$ cat src/rtl/pixel_out_frame_fifo_if.sv
// Pixel stream interface for pixel_out_frame_fifo.
// The slave modport is the FIFO's side. The master modport is the side that feeds pixels
// in and drains the tagged stream.
interface pixel_out_frame_fifo_if #(
  parameter int DEPTH = 16
);
  localparam int LW = $clog2(DEPTH) + 1;

  logic [23:0]   in_rgb;
  logic          in_valid;
  logic          almost_full;
  logic [23:0]   out_rgb;
  logic          out_sof;
  logic          out_eol;
  logic          out_eof;
  logic          out_valid;
  logic          out_ready;
  logic [LW-1:0] level;
  logic          overflow;
  logic          frame_done;
  logic [31:0]   checksum;

  modport slave (
    input  in_rgb, in_valid, out_ready,
    output almost_full, out_rgb, out_sof, out_eol, out_eof, out_valid,
           level, overflow, frame_done, checksum
  );

  modport master (
    output in_rgb, in_valid, out_ready,
    input  almost_full, out_rgb, out_sof, out_eol, out_eof, out_valid,
           level, overflow, frame_done, checksum
  );
endinterface

$ cat src/rtl/pixel_out_frame_fifo.sv
// pixel_out_frame_fifo: captures corrected pixels into a first-word-fall-through FIFO.
// Each pixel gets SOF/EOL/EOF tags at write time. The FIFO then re-emits the tagged pixels
// on a valid/ready stream.
// The input has no back-pressure. A pixel that arrives while the FIFO is full, and no pop
// happens in that cycle, is dropped and sets the sticky overflow flag.
// Optional feature: define PIXEL_CHECKSUM_EN to enable the per-frame rotate-xor signature.
// Without it, checksum is tied to 0.
module pixel_out_frame_fifo #(
  parameter int IMAGE_WIDTH  = 768,
  parameter int IMAGE_HEIGHT = 512,
  parameter int DEPTH        = 16,
  parameter int AF_MARGIN    = 4
) (
  input  logic                   clk,
  input  logic                   rst_n,
  pixel_out_frame_fifo_if.slave  bus
);
  localparam int AW = $clog2(DEPTH);
  localparam int LW = AW + 1;
  localparam int CW = (IMAGE_WIDTH  > 1) ? $clog2(IMAGE_WIDTH)  : 1;
  localparam int RW = (IMAGE_HEIGHT > 1) ? $clog2(IMAGE_HEIGHT) : 1;

  typedef struct packed {
    logic        sof;
    logic        eol;
    logic        eof;
    logic [23:0] rgb;
  } entry_t;

  entry_t        mem [DEPTH];
  entry_t        head;
  entry_t        wr_entry;
  logic [AW-1:0] wr_ptr, rd_ptr;
  logic [LW-1:0] level_q, level_nxt;
  logic [CW-1:0] col;
  logic [RW-1:0] row;
  logic          almost_full_q, overflow_q, frame_done_q;
  logic          full, empty, pop, push, drop;
  logic          col_last, row_last;

  assign full      = (level_q == LW'(DEPTH));
  assign empty     = (level_q == '0);
  assign pop       = !empty && bus.out_ready;
  assign push      = bus.in_valid && (!full || pop);
  assign drop      = bus.in_valid && full && !pop;
  assign level_nxt = level_q + LW'(push) - LW'(pop);

  assign col_last  = (col == CW'(IMAGE_WIDTH - 1));
  assign row_last  = (row == RW'(IMAGE_HEIGHT - 1));
  assign wr_entry  = {(col == '0) && (row == '0), col_last, col_last && row_last, bus.in_rgb};
  assign head      = mem[rd_ptr];

  // Storage array. Only occupied slots are ever observed, so it needs no reset.
  always_ff @(posedge clk) begin
    if (push) mem[wr_ptr] <= wr_entry;
  end

  // Pointers, occupancy and the registered status flags.
  always_ff @(posedge clk or negedge rst_n) begin
    if (!rst_n) begin
      wr_ptr        <= '0;
      rd_ptr        <= '0;
      level_q       <= '0;
      almost_full_q <= 1'b0;
      overflow_q    <= 1'b0;
      frame_done_q  <= 1'b0;
    end else begin
      if (push) wr_ptr <= wr_ptr + 1'b1;
      if (pop)  rd_ptr <= rd_ptr + 1'b1;
      level_q       <= level_nxt;
      almost_full_q <= (level_nxt >= LW'(DEPTH - AF_MARGIN));
      overflow_q    <= overflow_q | drop;
      frame_done_q  <= pop && head.eof;
    end
  end

  // Frame geometry. The counters advance on every input pixel, dropped ones included,
  // so the tags stay aligned with the upstream frame.
  always_ff @(posedge clk or negedge rst_n) begin
    if (!rst_n) begin
      col <= '0;
      row <= '0;
    end else if (bus.in_valid) begin
      if (col_last) begin
        col <= '0;
        row <= row_last ? '0 : row + 1'b1;
      end else begin
        col <= col + 1'b1;
      end
    end
  end

`ifdef PIXEL_CHECKSUM_EN
  logic [31:0] csum_q, csum_nxt, checksum_q;

  // Running signature of the frame being drained. An SOF pixel restarts it.
  always_comb begin
    csum_nxt = head.sof ? {8'h0, head.rgb}
                        : ({csum_q[30:0], csum_q[31]} ^ {8'h0, head.rgb});
  end

  // Advance on every pop. Publish the signature when the EOF pixel leaves the FIFO.
  always_ff @(posedge clk or negedge rst_n) begin
    if (!rst_n) begin
      csum_q     <= '0;
      checksum_q <= '0;
    end else if (pop) begin
      csum_q <= csum_nxt;
      if (head.eof) checksum_q <= csum_nxt;
    end
  end

  assign bus.checksum = checksum_q;
`else
  assign bus.checksum = 32'h0;
`endif

  // Head fields are forced to zero while the FIFO is empty, so every output reads 0 out of reset.
  assign bus.out_valid   = !empty;
  assign bus.out_rgb     = empty ? 24'h0 : head.rgb;
  assign bus.out_sof     = !empty && head.sof;
  assign bus.out_eol     = !empty && head.eol;
  assign bus.out_eof     = !empty && head.eof;
  assign bus.level       = level_q;
  assign bus.almost_full = almost_full_q;
  assign bus.overflow    = overflow_q;
  assign bus.frame_done  = frame_done_q;
endmodule
$ cat src/flat_wrapper.sv
// flat-port wrapper written by rule: the top's interface ports become plain ports
module pixel_out_frame_fifo_flat 
#(
  parameter int IMAGE_WIDTH  = 768,
  parameter int IMAGE_HEIGHT = 512,
  parameter int DEPTH        = 16,
  parameter int AF_MARGIN    = 4
)
  (clk, rst_n, bus_in_rgb, bus_in_valid, bus_out_ready, bus_almost_full, bus_out_rgb, bus_out_sof, bus_out_eol, bus_out_eof, bus_out_valid, bus_level, bus_overflow, bus_frame_done, bus_checksum);
  pixel_out_frame_fifo_if #(.DEPTH(DEPTH)) bus_i ();
  input  logic clk;
  input  logic rst_n;
  input wire logic [$bits(bus_i.in_rgb)-1:0] bus_in_rgb;
  input wire logic [$bits(bus_i.in_valid)-1:0] bus_in_valid;
  input wire logic [$bits(bus_i.out_ready)-1:0] bus_out_ready;
  output wire logic [$bits(bus_i.almost_full)-1:0] bus_almost_full;
  output wire logic [$bits(bus_i.out_rgb)-1:0] bus_out_rgb;
  output wire logic [$bits(bus_i.out_sof)-1:0] bus_out_sof;
  output wire logic [$bits(bus_i.out_eol)-1:0] bus_out_eol;
  output wire logic [$bits(bus_i.out_eof)-1:0] bus_out_eof;
  output wire logic [$bits(bus_i.out_valid)-1:0] bus_out_valid;
  output wire logic [$bits(bus_i.level)-1:0] bus_level;
  output wire logic [$bits(bus_i.overflow)-1:0] bus_overflow;
  output wire logic [$bits(bus_i.frame_done)-1:0] bus_frame_done;
  output wire logic [$bits(bus_i.checksum)-1:0] bus_checksum;
  assign bus_i.in_rgb = bus_in_rgb;
  assign bus_i.in_valid = bus_in_valid;
  assign bus_i.out_ready = bus_out_ready;
  assign bus_almost_full = bus_i.almost_full;
  assign bus_out_rgb = bus_i.out_rgb;
  assign bus_out_sof = bus_i.out_sof;
  assign bus_out_eol = bus_i.out_eol;
  assign bus_out_eof = bus_i.out_eof;
  assign bus_out_valid = bus_i.out_valid;
  assign bus_level = bus_i.level;
  assign bus_overflow = bus_i.overflow;
  assign bus_frame_done = bus_i.frame_done;
  assign bus_checksum = bus_i.checksum;
  pixel_out_frame_fifo #(.IMAGE_WIDTH(IMAGE_WIDTH), .IMAGE_HEIGHT(IMAGE_HEIGHT), .DEPTH(DEPTH), .AF_MARGIN(AF_MARGIN)) u_core (.clk(clk), .rst_n(rst_n), .bus(bus_i));
endmodule
$ cat config.mk
export PLATFORM = sky130hd
export DESIGN_NAME = pixel_out_frame_fifo_flat
export DESIGN_NICKNAME = d
export VERILOG_FILES = /design/src/rtl/pixel_out_frame_fifo_if.sv /design/src/rtl/pixel_out_frame_fifo.sv /design/src/flat_wrapper.sv
export SDC_FILE = /design/constraint.sdc
export NUM_CORES = 1
export LEC_CHECK = 0
export ABC_AREA = 1
export CAP_MARGIN = 0
export CORE_UTILIZATION = 30
export DETAILED_ROUTE_END_ITERATION = 10
export MAX_ROUTING_LAYER = met4
export PLACE_DENSITY = 0.43
export SLEW_MARGIN = 20
export SYNTH_ARGS = -nofsm -noshare
export SYNTH_HDL_FRONTEND = slang
export SYNTH_SLANG_ARGS = --single-unit
$ cat constraint.sdc
create_clock -name clk -period 3.15 [get_ports clk]
set_clock_uncertainty 0.15 [all_clocks]
set_input_delay 0.945 -clock clk [delete_from_list [all_inputs] [get_ports clk]]
set_output_delay 0.945 -clock clk [all_outputs]
set_load 0.02 [all_outputs]
; Word level (Yosys, flattened, before mapping)
; Memory sizes are Yosys's and may differ from the RTL's.
; Index checks and enable logic that the tools add are counted.
[word_totals]
ff_bits = 35
ram_bits = 432
in_bits = 28
output_inout_bits = 68
elab_cells = 43
n_memories = 1
[mem_list]
columns = memory, words, word_bits, rd, rd_clocked_by_memory_dff, wr, line
row1 = u_core.mem, 16, 27, 1, 0, 1, pixel_out_frame_fifo.sv:30  ; entry_t mem [DEPTH];
[classes]
addsub = 6
magnitude_cmp = 1
n_eq_ne = 3
n_mux = 5
bitwise = 1
n_reduce_logical = 18
[op_table]
columns = cell, count
row1 = $mux 24, 1
row2 = $add 10x1->10 const B, 1
row3 = $eq 10x10->1 const B, 1
row4 = $logic_and 1x1->1, 10
row5 = $logic_not 10->1, 1
row6 = $mux 10, 1
row7 = $add 9x1->9 const B, 1
row8 = $eq 9x9->1 const B, 1
row9 = $logic_not 9->1, 1
row10 = $mux 9, 1
row11 = $add 4x1->4 const B, 2
row12 = $add 5x1->5, 1
row13 = $eq 5x5->1 const B, 1
row14 = $ge 5x4->1 const B, 1
row15 = $logic_not 5->1, 1
row16 = $sub 5x1->5, 1
row17 = $logic_not 1->1, 3
row18 = $mux 1, 2
row19 = $reduce_and 2->1, 1
row20 = $logic_or 1x1->1, 1
row21 = $or 1x1->1, 1

; Logic depth before layout (Yosys ltp)
[logic_depth]
word_depth = 8
ltp_mapped = 15
mapped_depth_nobuf = 15

; Least setup slack after synthesis
; OpenSTA, ideal clock, no wires.
[synth_timing]
path_kind = input to register
start = in bus_in_valid
end = mem u_core.mem[11][0] in the netlist's numbering, enable pin
setup_ns = 0.411
arrival_ns = 2.601
required_ns = 2.589
path_slack_ns = -0.012
stages = 5
path_buffers = 1
path_cell_list = buf_2 -> nand2_1 -> clkinv_1 -> nand2_1 -> nor2_1
[synth_via]
elab_chain_len = 3
[synth_lines]
columns = element, line
row1 = "start, declared", flat_wrapper.sv:14  ; input wire logic [$bits(bus_i.in_valid)-1:0] bus_in_valid;
row2 = $logic_and 1x1->1, pixel_out_frame_fifo.sv:44  ; assign push = bus.in_valid && (!full || pop);
row3 = $mux 1, pixel_out_frame_fifo.sv:55  ; if (push) mem[wr_ptr] <= wr_entry;
row4 = $mux 1 (implied by the code), pixel_out_frame_fifo.sv:55
row5 = "end, declared", pixel_out_frame_fifo.sv:30
; No other way between the ends.

; Worst setup path in the final report
[layout_timing]
start = reg u_core.rd_ptr[0]
end = out bus_out_rgb[2]
[layout_via]
elab_chain_len = 2
[layout_lines]
columns = element, line
row1 = "start, declared", pixel_out_frame_fifo.sv:33  ; logic [AW-1:0] wr_ptr, rd_ptr;
row2 = "start signal, assigned", pixel_out_frame_fifo.sv:69  ; if (pop) rd_ptr <= rd_ptr + 1'b1;
row3 = $mem_v2 16x27, n/a
row4 = $mux 24, pixel_out_frame_fifo.sv:120  ; assign bus.out_rgb = empty ? 24'h0 : head.rgb;
row5 = "end, declared", flat_wrapper.sv:17  ; output wire logic [$bits(bus_i.out_rgb)-1:0] bus_out_rgb;
; No other way between the ends.

==> run_results.csv <==
group,metric,value,unit
global_routing,grt_usage,17.3,%
cells_and_area,finalInstanceArea,26300,um^2
global_routing,antenna_found_initial,0,
sta,finalSetupTns,-6190,ps
clock_network,worst_skew_pair.late_latency,600,ps
sta,drv_slew,0,
floorplanning,dieArea,65900,um^2
cells_and_area,nNetsFinal,1955,
sta,period_needed,3420,ps
synth,synthSimpleGateAreaFrac,21.2,%
cells_and_area,drive_gt1_share,27.2,%
synth,synthArstFlopShare,7.49,%
placed_design,place_inst,2648,
power_and_ir_drop,ir_drop,655,uV
power_and_ir_drop,switchingPower,9.71,mW
clock_network,numCtsBuffers,54,
global_routing,grt_max_degree,52,
power_and_ir_drop,power_density,994,nW/um^2
drt,route.detailed.drc,0,
setup_path,rrSetupSlack,310,ps
sta,max_slew_margin,43.0,%
setup_path,cp-end-kind,"output port",
drt,ant_nets,0,
floorplanning,start_util,30.6,%
setup_path,cp-start-kind,"flip-flop",
placed_design,hpwl,30.3,mm
floorplanning,io-pin-count,96,
global_routing,gr-total-overflow,0,
setup_path,crit_fanout,10,
drt,vias_per_cell,4.72,
setup_path,worstReg2RegEnd,"u_core.bus.almost_full",
sta,setup-violations-final,27,
clock_network,cts.clk_slew.worst_paths,60,ps
sta,fin_crit_sh,108,%
clock_network,clkSinkCount,467,
min_path,hold_path.class,"in -> async",
setup_path,critPathKind,"reg -> out",
drt,vias,13225,
placed_design,numPortBuffers,63,
cells_and_area,syn_to_final_growth,35.1,%
sta,rsz0062_at_grt,"yes",
synth,synth_edf_count,432,
cells_and_area,fillerInstances,5962,
floorplanning,core-area,63500,um^2
flow_run,drv_cap,0,
synth,yosys_warnings,0,
cells_and_area,antenna_cells,0,
sta,fmax,0.293,GHz
drt,dr.pass1.iters,5,
placed_design,routabilityCongestion,0.758,
sta,holdWs,296,ps
sta,worstMarginPinSlew,854,ps
synth,synthMuxAreaShare,0,%
power_and_ir_drop,combPwrFrac,46.9,%
drt,drt-initial-drc-count,842,
floorplanning,die_x,257,um
sta,worst_slack,-266,ps
synth,synthFlopType,"edfxtp_1",
outcome,outcome,"complete, but fails checks",
synth,synth_area,19500,um^2
power_and_ir_drop,pwr-share-clk,23.5,%
placed_design,dpl_cell_area,22300,um^2
clock_network,cts_tree,"done",
outcome,violations,"setup timing",
global_routing,grt_pass1_vias,12767,
power_and_ir_drop,power_frac_seq,29.7,%
cells_and_area,stdcell_count,2800,
drt,wl_per_cell,20.6,um
synth,synth_top_family_by_area,"simple AND/OR/NAND/NOR gates",
synth,synth_cells,1705,
synth,synthAdderAreaFrac,1.13,%
synth,ys_types,27,
synth,synth_compound_area_share,1.33,%
cells_and_area,layout_common_cells,"nand2_1 (497), edfxtp_1 (432), nand3_1 (240)",
drt,wl,57.7,mm
global_routing,grt_pass1_wl,82.8,mm
floorplanning,fp-row-count,92,
synth,ys_seq_area_share,71.2,%
synth,ys_ff_latch,467,
setup_path,critPathRequiredTime,2050,ps
setup_path,r2r_start,"u_core.bus.level[3]",
setup_path,crit_arrival,2320,ps
synth,post_synth.cell_area_avg,11.4,um^2
cells_and_area,final_common_cell,"nand2_1",
sta,hold_viol,0,
synth,synth_xor_area_share,0.675,%
setup_path,r2r_cells,16,
clock_network,root_buffer,"clkbuf_16",
clock_network,htree_levels,2,
power_and_ir_drop,p_sw_share,37.1,%
floorplanning,die_y,257,um
placed_design,post-place-ws,-196,ps
power_and_ir_drop,power_leakage,9.98,nW
clock_network,cts_max_path_buffers,3,
power_and_ir_drop,internal_power,16.4,mW
[power by group through the flow]
stage / logic, mW / clock network (mW) / registers (mW)
2_1_floorplan: 4.95 / 0 / 7.84
3_3_place_gp: 9.27 / 0 / 7.83
3_5_place_dp: 9.26 / 0 / 7.83
4_1_cts: 10.8 / 6.27 / 7.72
5_1_grt: 13.2 / 6.50 / 7.81
6_report: 12.3 / 6.14 / 7.75
[final cells by class]
class | count | area, um^2 | share of cell area [%]
timing repair inverter | 2 | 41.3 | 0.157
clock buffer | 64 | 1390 | 5.28
clock inverter | 36 | 342 | 1.30
timing repair buffer | 239 | 3470 | 13.2
tap | 846 | 1060 | 4.03
multi-input combinational | 1095 | 5910 | 22.5
sequential | 467 | 13900 | 52.7
inverter | 51 | 220 | 0.838
[critical path: stages, from the launching register on]
cell and delay [ps]:
dfrtp_4 530, buf_8 160, buf_6 140, clkbuf_16 160, nand2_1 50, nand3_1 70, nand3_1 80, nand2_1 90
nand2_2 70, a21oi_2 190, buf_4 170
[metrics by stage]
stage / total power [mW] / util, %
finish: 26.1 / 41.4
CTS: 24.8 / 39.3
detailed placement: 17.1 / 35.1
floorplan: 12.8 / -
global placement: 17.1 / 35.1
global route: 27.5 / 41.4
[worst max-delay path by stage]
| stage | slack [ps] | from | cells past startpoint | to |
|---|---|---|---|---|
| floorplan | -10 | bus_in_valid | 5 | u_core.mem[11][0] |
| global placement | -200 | u_core.rd_ptr[0] | 10 | bus_out_rgb[7] |
| detailed placement | -200 | u_core.rd_ptr[0] | 9 | bus_out_rgb[8] |
| CTS | -300 | u_core.rd_ptr[0] | 10 | bus_out_rgb[13] |
| global route | -380 | u_core.rd_ptr[0] | 11 | bus_out_eol |
| finish | -270 | u_core.rd_ptr[0] | 10 | bus_out_rgb[2] |
[cells in the mapped netlist (2+ instances only)]
cell type  instances  share of area, %
nand2_1          593                11
clkinv_1           3             0.058
nand3_1          339               8.7
o21ai_0           15              0.39
nor4_1             2             0.064
nor3_1             7              0.18
buf_4             41               1.6
nor2_1            34              0.66
buf_2             42               1.1
a21oi_1           34              0.87
inv_2              4             0.077
inv_1             44              0.85
xor2_1            13              0.59
edfxtp_1         432                67
ha_1              16               1.0
buf_1             14              0.27
clkbuf_1          26              0.50
xnor2_1            2             0.090
nand4_1            2             0.064
dfrtp_1           35               4.5
[metal layers]
metal / GRT usage (%) / wire length, um / up-vias / part of all wire (%)
li1: - / - / 6275 / -
met1: 23.1 / 26500 / 6575 / 46
met2: 27.7 / 27700 / 296 / 48
met5: - / 0 / - / 0
met4: 3.80 / 1020 / 0 / 1.8
met3: 2.68 / 2570 / 79 / 4.4
[cells by family after synthesis]
logic type	after synthesis
AOI/OAI and AO/OA	51
xor gates and xnor gates	15
adders and majority gates	17
buffers and inverters	174
DFF	467
other	1
and+or+nand+nor	980
[registers in the layout, indices dropped and copies added, names as in the netlist]
name,count
u_core.rd_ptr,4
u_core.bus.level,5
u_core.bus.almost_full,1
u_core.row,9
u_core.bus.overflow,1
u_core.bus.frame_done,1
u_core.mem,432
u_core.col,10
u_core.wr_ptr,4
[timing repair]
item                                    in CTS  in global routing
pin swaps                                   41                 98
setup buffers                               15                  4
cloned                                      18                 19
gates resized for setup                    236                234
hold buffers                                 0                  0
endpoints found under the setup margin      28                 30
No activity file was read; power rests on OpenSTA's default activity.
